==> src/rtl/hpdl_write_sequencer_pkg.sv <==
// Shared definitions for the HPDL-1414 write sequencer: FSM encoding,
// control-character constants and the display character-set folding.
package hpdl_pkg;

    typedef logic [2:0] state_t;

    localparam state_t ST_IDLE   = 3'd0;
    localparam state_t ST_DECODE = 3'd1;
    localparam state_t ST_SETUP  = 3'd2;
    localparam state_t ST_PULSE  = 3'd3;
    localparam state_t ST_HOLD   = 3'd4;
    localparam state_t ST_CLEAR  = 3'd5;

    localparam logic [7:0] CH_SPACE = 8'h20;
    localparam logic [7:0] CH_QMARK = 8'h3F;
    localparam logic [7:0] CH_CR    = 8'h0D;
    localparam logic [7:0] CH_BS    = 8'h08;
    localparam logic [7:0] CH_FF    = 8'h0C;

    // Returns {write_flag, code}; the displays only have glyphs for 0x20..0x5F.
    function automatic logic [7:0] map_char(input logic [7:0] b);
        logic [7:0] res;
        if (b >= 8'h80) begin
            res = {1'b1, CH_QMARK[6:0]};
        end else if (b >= 8'h60) begin
            res = {1'b1, 7'(b - 8'h20)};
        end else if (b >= 8'h20) begin
            res = {1'b1, b[6:0]};
        end else begin
            res = {1'b0, b[6:0]};
        end
        return res;
    endfunction

endpackage

==> src/rtl/hpdl_write_sequencer.sv <==
// Turns a byte stream into timed write cycles on four chained HPDL-1414
// displays, handling cursor movement, clear-screen and character folding.
module hpdl_write_sequencer
    import hpdl_pkg::*;
#(
    parameter int SETUP_CYC      = 1,
    parameter int PULSE_CYC      = 2,
    parameter int HOLD_CYC       = 1,
    parameter int CLEAR_ON_RESET = 1
) (
    input  logic       CLK_i,
    input  logic       RST_i,
    input  logic [7:0] char_i,
    input  logic       char_valid_i,
    output logic       char_ready_o,
    output logic [6:0] hpdl_d_o,
    output logic [1:0] hpdl_a_o,
    output logic [3:0] hpdl_wr_n_o,
    output logic [3:0] cursor_o,
    output logic       busy_o
);

    localparam int CNT_W = 8;

    state_t           state_q, state_d;
    logic [CNT_W-1:0] cnt_q, cnt_d;
    logic [7:0]       char_q, char_d;
    logic [1:0]       chip_q, chip_d;
    logic [3:0]       clr_idx_q, clr_idx_d;
    logic             clr_active_q, clr_active_d;
    logic             clear_pend_q, clear_pend_d;
    logic [3:0]       cursor_q, cursor_d;
    logic [6:0]       d_q, d_d;
    logic [1:0]       a_q, a_d;
    logic [3:0]       wr_n_q, wr_n_d;
    logic             ready_q, ready_d;
    logic             busy_q, busy_d;
    logic [7:0]       mapped_s;

    assign mapped_s = map_char(char_q);

    // Next-state logic; outputs are derived from the next state so they leave flops.
    always_comb begin
        state_d      = state_q;
        cnt_d        = cnt_q;
        char_d       = char_q;
        chip_d       = chip_q;
        clr_idx_d    = clr_idx_q;
        clr_active_d = clr_active_q;
        clear_pend_d = clear_pend_q;
        cursor_d     = cursor_q;
        d_d          = d_q;
        a_d          = a_q;

        case (state_q)
            ST_IDLE: begin
                if (clear_pend_q) begin
                    clear_pend_d = 1'b0;
                    clr_idx_d    = 4'd0;
                    state_d      = ST_CLEAR;
                end else if (char_valid_i && ready_q) begin
                    char_d  = char_i;
                    state_d = ST_DECODE;
                end else begin
                    state_d = ST_IDLE;
                end
            end
            ST_DECODE: begin
                if (mapped_s[7]) begin
                    d_d     = mapped_s[6:0];
                    a_d     = 2'd3 - cursor_q[1:0];
                    chip_d  = cursor_q[3:2];
                    cnt_d   = CNT_W'(SETUP_CYC - 1);
                    state_d = ST_SETUP;
                end else if (char_q == CH_CR) begin
                    cursor_d = 4'd0;
                    state_d  = ST_IDLE;
                end else if (char_q == CH_BS) begin
                    cursor_d = cursor_q - 4'd1;
                    state_d  = ST_IDLE;
                end else if (char_q == CH_FF) begin
                    cursor_d  = 4'd0;
                    clr_idx_d = 4'd0;
                    state_d   = ST_CLEAR;
                end else begin
                    state_d = ST_IDLE;
                end
            end
            ST_CLEAR: begin
                clr_active_d = 1'b1;
                d_d          = CH_SPACE[6:0];
                a_d          = 2'd3 - clr_idx_q[1:0];
                chip_d       = clr_idx_q[3:2];
                cnt_d        = CNT_W'(SETUP_CYC - 1);
                state_d      = ST_SETUP;
            end
            ST_SETUP: begin
                if (cnt_q == '0) begin
                    cnt_d   = CNT_W'(PULSE_CYC - 1);
                    state_d = ST_PULSE;
                end else begin
                    cnt_d = cnt_q - 1'b1;
                end
            end
            ST_PULSE: begin
                if (cnt_q == '0) begin
                    cnt_d   = CNT_W'(HOLD_CYC - 1);
                    state_d = ST_HOLD;
                end else begin
                    cnt_d = cnt_q - 1'b1;
                end
            end
            ST_HOLD: begin
                if (cnt_q == '0) begin
                    cursor_d = cursor_q + 4'd1;
                    if (!clr_active_q) begin
                        state_d = ST_IDLE;
                    end else if (clr_idx_q == 4'd15) begin
                        clr_active_d = 1'b0;
                        cursor_d     = 4'd0;
                        state_d      = ST_IDLE;
                    end else begin
                        clr_idx_d = clr_idx_q + 4'd1;
                        state_d   = ST_CLEAR;
                    end
                end else begin
                    cnt_d = cnt_q - 1'b1;
                end
            end
            default: begin
                state_d = ST_IDLE;
            end
        endcase

        if (state_d == ST_PULSE) begin
            wr_n_d         = 4'b1111;
            wr_n_d[chip_d] = 1'b0;
        end else begin
            wr_n_d = 4'b1111;
        end
        ready_d = (state_d == ST_IDLE);
        busy_d  = (state_d != ST_IDLE);
    end

    // State and output registers with synchronous reset.
    always_ff @(posedge CLK_i) begin
        if (RST_i) begin
            state_q      <= ST_IDLE;
            cnt_q        <= '0;
            char_q       <= 8'h00;
            chip_q       <= 2'd0;
            clr_idx_q    <= 4'd0;
            clr_active_q <= 1'b0;
            clear_pend_q <= (CLEAR_ON_RESET != 0);
            cursor_q     <= 4'd0;
            d_q          <= CH_SPACE[6:0];
            a_q          <= 2'd0;
            wr_n_q       <= 4'b1111;
            ready_q      <= 1'b0;
            busy_q       <= 1'b0;
        end else begin
            state_q      <= state_d;
            cnt_q        <= cnt_d;
            char_q       <= char_d;
            chip_q       <= chip_d;
            clr_idx_q    <= clr_idx_d;
            clr_active_q <= clr_active_d;
            clear_pend_q <= clear_pend_d;
            cursor_q     <= cursor_d;
            d_q          <= d_d;
            a_q          <= a_d;
            wr_n_q       <= wr_n_d;
            ready_q      <= ready_d;
            busy_q       <= busy_d;
        end
    end

    assign char_ready_o = ready_q;
    assign hpdl_d_o     = d_q;
    assign hpdl_a_o     = a_q;
    assign hpdl_wr_n_o  = wr_n_q;
    assign cursor_o     = cursor_q;
    assign busy_o       = busy_q;

endmodule

==> config.mk <==
export PLATFORM = sky130hd
export DESIGN_NAME = hpdl_write_sequencer
export DESIGN_NICKNAME = d
export VERILOG_FILES = /design/src/rtl/hpdl_write_sequencer_pkg.sv /design/src/rtl/hpdl_write_sequencer.sv
export SDC_FILE = /design/constraint.sdc
export NUM_CORES = 1
export LEC_CHECK = 0
export ABC_AREA = 0
export BUFFER_PORTS_ARGS = -buffer_cell sky130_fd_sc_hd__buf_2
export CAP_MARGIN = 20
export CORE_UTILIZATION = 55
export CTS_CLUSTER_SIZE = 30
export DETAILED_ROUTE_END_ITERATION = 8
export PLACE_DENSITY_LB_ADDON = 0.25
export SLEW_MARGIN = 20
export SYNTH_ARGS = -nofsm -noshare
export SYNTH_HDL_FRONTEND = slang
export SYNTH_SLANG_ARGS = --single-unit
==> constraint.sdc <==
create_clock -name CLK_i -period 3.65 [get_ports CLK_i]
set_input_delay 0.365 -clock CLK_i [delete_from_list [all_inputs] [get_ports CLK_i]]
set_output_delay 0.365 -clock CLK_i [all_outputs]
set_load 0.05 [all_outputs]
==> summary.md <==
| Metric | Value |
|---|---|
| Fin area | 2670 sq um |
| Dpl cell area | 2580 sq um |
| Ys async rst share | 0% |
| Achievable Freq | a little under 400 MHz |
| Setup crit end kind | flop |
| Slew Limit Fails | 0 |
| Main synth FF type | dfxtp_1 |
| Grt total ovfl | 0 |
| Detailed-router iteration count before antenna repair | 4 |
| Clk sinks | 46 |
| # setup viols final | 0 |
| Post-Place Cells | 345 |
| Max clock buf depth | 2 |
| Total power | about 2.1 mW |
| Cells after Synth | approximately 280 |
| Hold Fails Final Rpt | 0 |
| CP cell instances | nor3b_1, nand3_1, a211oi_2, or3b_1 |
| Area of the multi-input gates | roughly 1400 sq um |
| RSZ-0062 raised after global routing | no |
| Largest net degree at the start of global routing | 39 |
| MaxCap Viol Count | 0 |
| Routability congestion estimate | between 0.8 and 0.9 |
| Fillers | roughly 360 |
| Worst path depth | 4 |
| Period utilization | between 60% and 70% |
| Port bufs | 29 |
| Hold-fix buffers, CTS | 0 |
| Routed WL | ~5.4 mm |
| Fin cells | 353 |
| EDFF count, synth | 0 |
| Die area | between 4000 and 5000 sq um |
| Worst-margin pin slew | 813 ps |
| FF/Latch Area | 921 sq um |
| P_leak | 1.00 nW |
| CTS Root Cell | clkbuf_8 |
| Worst-path clk slew | about 100 ps |
| Vias in the first global route | about 1,900 |
| Initial Util | between 50 and 60% |
| Detail Route Antenna Nets | 0 |
| IO Pins | 30 |
| Critical Path Slowest Stage Cell | nor3b_1 |
| # nets final | between 300 and 400 |
| Number of DRC markers in iteration 0 | around 140 |
| Crit path buffers/inverters | 0 |
| Post-Syn Area | 2440 sq um |
| Register-to-Register Path Depth | 4 |
| WP data required | 3850 ps |
| Crit path time final | 2550 ps |
| Layout cells sized above 1 | 18.5% |
| Avg Cell Area, Syn | 8.84 sq um |
| Postcts setup bufs | 0 |
| CP max FO | 14 |
| VDD IR-drop max | slightly above 300 uV |
| HP Class | input port to flop |
| Hold Path Cell Cnt | 3 |
| Sequential share of the synthesized area | roughly 38% |
| Number of buffers created by CTS | 5 |
| Die W | approximately 69 um |
| Post-DP HPWL | 3.81 mm |
| Yosys cell types | 64 |
| Yosys warns | 0 |
| Routed vias | 2,179 |
| H-tree Lvls | 2 |
| CTS tree | yes |
| Vias per cell | 6.17 |
| Num rows | 23 |
| Post-CTS Resized | 0 |
| Clk Latency, worst-skew pair | 310 ps |
| Die Y | ~70 um |
| Setup total negative slack | 0 ps |
| CP delay by family, top | simple AND/OR/NAND/NOR gates |
| Power per Cell Area | 790 nW/um^2 |
| Status | completed |
| Initial antenna violation count | 0 |
| Ant. Diodes | 0 |
| #FFs+latches synth | between 40 and 50 |
| Area grow syn2layout | 9.54% |
| CP max stage delay | 680 ps |
| Mapped Nets | 294 |
| DRC | 0 |
| Wire length per cell | ~15 um |
| Util after Layout | 64.9% |
| Core area | about 4100 sq um |
| Critical path arrival | around 2800 ps |
| Setup CP Type | flop to flop |
| Total GRT Usage | 25.0% |
| First-pass GRT wire length | 8.71 mm |
| CP startpoint kind | flop |
| Max-slew headroom at the worst pin | between 40% and 50% |
| Worst Skew | between 10 and 15 ps |
==> cell usage in the layout, fill, tap and decap left out, drive strengths merged, types with 3 or more instances in the layout <==
cell / netlist / routed
a211oi: 6 / 6
nand2b: 8 / 8
nand2: 19 / 19
nand3: 8 / 8
xnor2: 3 / 3
mux2i: 12 / 12
or4: 3 / 3
or3: 7 / 7
dfxtp: 46 / 46
nor4: 8 / 8
ha: 7 / 7
o31ai: 3 / 3
a221oi: 3 / 3
nor3b: 3 / 3
o21ai: 10 / 10
nor2: 31 / 31
nor3: 8 / 8
inv: 12 / 13
or3b: 3 / 3
a31oi: 3 / 3
clkbuf: 3 / 5
a311oi: 3 / 3
buf: 9 / 31
a21oi: 16 / 16
a21boi: 4 / 4
==> logic make-up after synthesis <==
family                   count (synthesis)  share of synthesized area (%)
multiplexers                            14                           5.85
buffers and inverters                   24                           5.23
AND/OR/NAND/NOR                        111                           24.9
adder cells (fa/ha/maj)                  7                           3.59
flip-flops                              46                           37.7
AO/OA/AOI/OAI                           71                           21.6
XOR/XNOR                                 3                           1.08
==> path summary, 6_finish.rpt <==
kind	startpoint	end	slack, ps
worst max-delay path	state_q[0]$_SDFF_PP0_	hpdl_wr_n_o[3]$_SDFF_PP1_	1100
worst min-delay path	char_i[0]	char_q[0]$_SDFFE_PP0P_	290
worst max register to register	state_q[0]$_SDFF_PP0_	hpdl_wr_n_o[3]$_SDFF_PP1_	1100
worst min register to register	hpdl_d_o[6]$_SDFFE_PP0P_	hpdl_d_o[6]$_SDFFE_PP0P_	460
==> layout make-up <==
type | count | area share [%]
Timing Repair Buffer | 31 | 5.99
Multi-Input combinational cell | 206 | 52.1
Clock buffer | 5 | 2.57
Sequential cell | 46 | 34.5
Clock inverter | 3 | 0.890
Inverter | 12 | 1.69
Tap cell | 50 | 2.34
==> per-stage QoR <==
step           worst slack, ps  hold WS [ps]
3_3_place_gp              1190           439
2_1_floorplan             1470           440
4_1_cts                   1120           282
5_1_grt                    854           302
6_report                  1100           287
3_5_place_dp              1150           448
==> registers in the layout, indices dropped and copies added (netlist names) <==
name          flops
chip_q            2
state_q           3
char_ready_o      1
hpdl_wr_n_o       4
clr_active_q      1
cnt_q             8
clr_idx_q         4
char_q            8
clear_pend_q      1
hpdl_a_o          2
busy_o            1
hpdl_d_o          7
cursor_o          4
==> Yosys cell counts (2+ instances only) <==
cell | n | area, sq um
buf_6 | 3 | 33.8
nand3_1 | 8 | 40.0
a31oi_1 | 3 | 18.8
o221a_2 | 2 | 22.5
nand2_1 | 18 | 67.6
o31ai_1 | 2 | 15.0
nand2b_1 | 8 | 50.1
nor4_1 | 7 | 43.8
o211ai_1 | 2 | 15.0
or3_1 | 7 | 43.8
dfxtp_1 | 46 | 921
ha_1 | 7 | 87.6
a211oi_1 | 5 | 37.5
nand3b_1 | 2 | 15.0
mux2i_1 | 12 | 120
inv_1 | 12 | 45.0
a21oi_1 | 16 | 80.1
nor2_1 | 31 | 116
a311oi_1 | 3 | 26.3
nor3b_1 | 3 | 22.5
o21a_1 | 2 | 15.0
xnor2_1 | 3 | 26.3
buf_4 | 3 | 22.5
buf_2 | 3 | 15.0
or4_1 | 2 | 15.0
a21boi_0 | 3 | 22.5
a22oi_1 | 2 | 15.0
nor3_1 | 7 | 35.0
a2111oi_0 | 2 | 17.5
o21ai_0 | 10 | 50.1
mux2_2 | 2 | 22.5
o2bb2ai_1 | 2 | 17.5
a221oi_1 | 2 | 17.5
clkbuf_1 | 3 | 11.3
nor2b_1 | 2 | 12.5
or3b_2 | 2 | 17.5
or2_2 | 2 | 12.5
==> power by group <==
group / internal (mW) / leakage (nW) / switching (mW) / total (mW)
combinational: 0.388 / 0.587 / 0.659 / 1.05
clock: 0.137 / 0.0408 / 0.190 / 0.327
sequential: 0.601 / 0.374 / 0.135 / 0.737
total: 1.13 / 1.00 / 0.984 / 2.11
==> metal layers <==
metal,global-route usage (%),up-vias,part of all wire [%]
li1,-,1077,-
met1,32.4,1022,46
met2,39.0,66,47
met3,5.92,14,4.7
met4,11.2,0,2.3
met5,0,-,0
==> worst reg2reg max path, cell delays in order (launching register included) <==
cell and delay [ps]:
dfxtp_1 570, nor3b_1 680, nand3_1 410, a211oi_2 410, or3b_1 380
(Power assumes the default switching activity.)
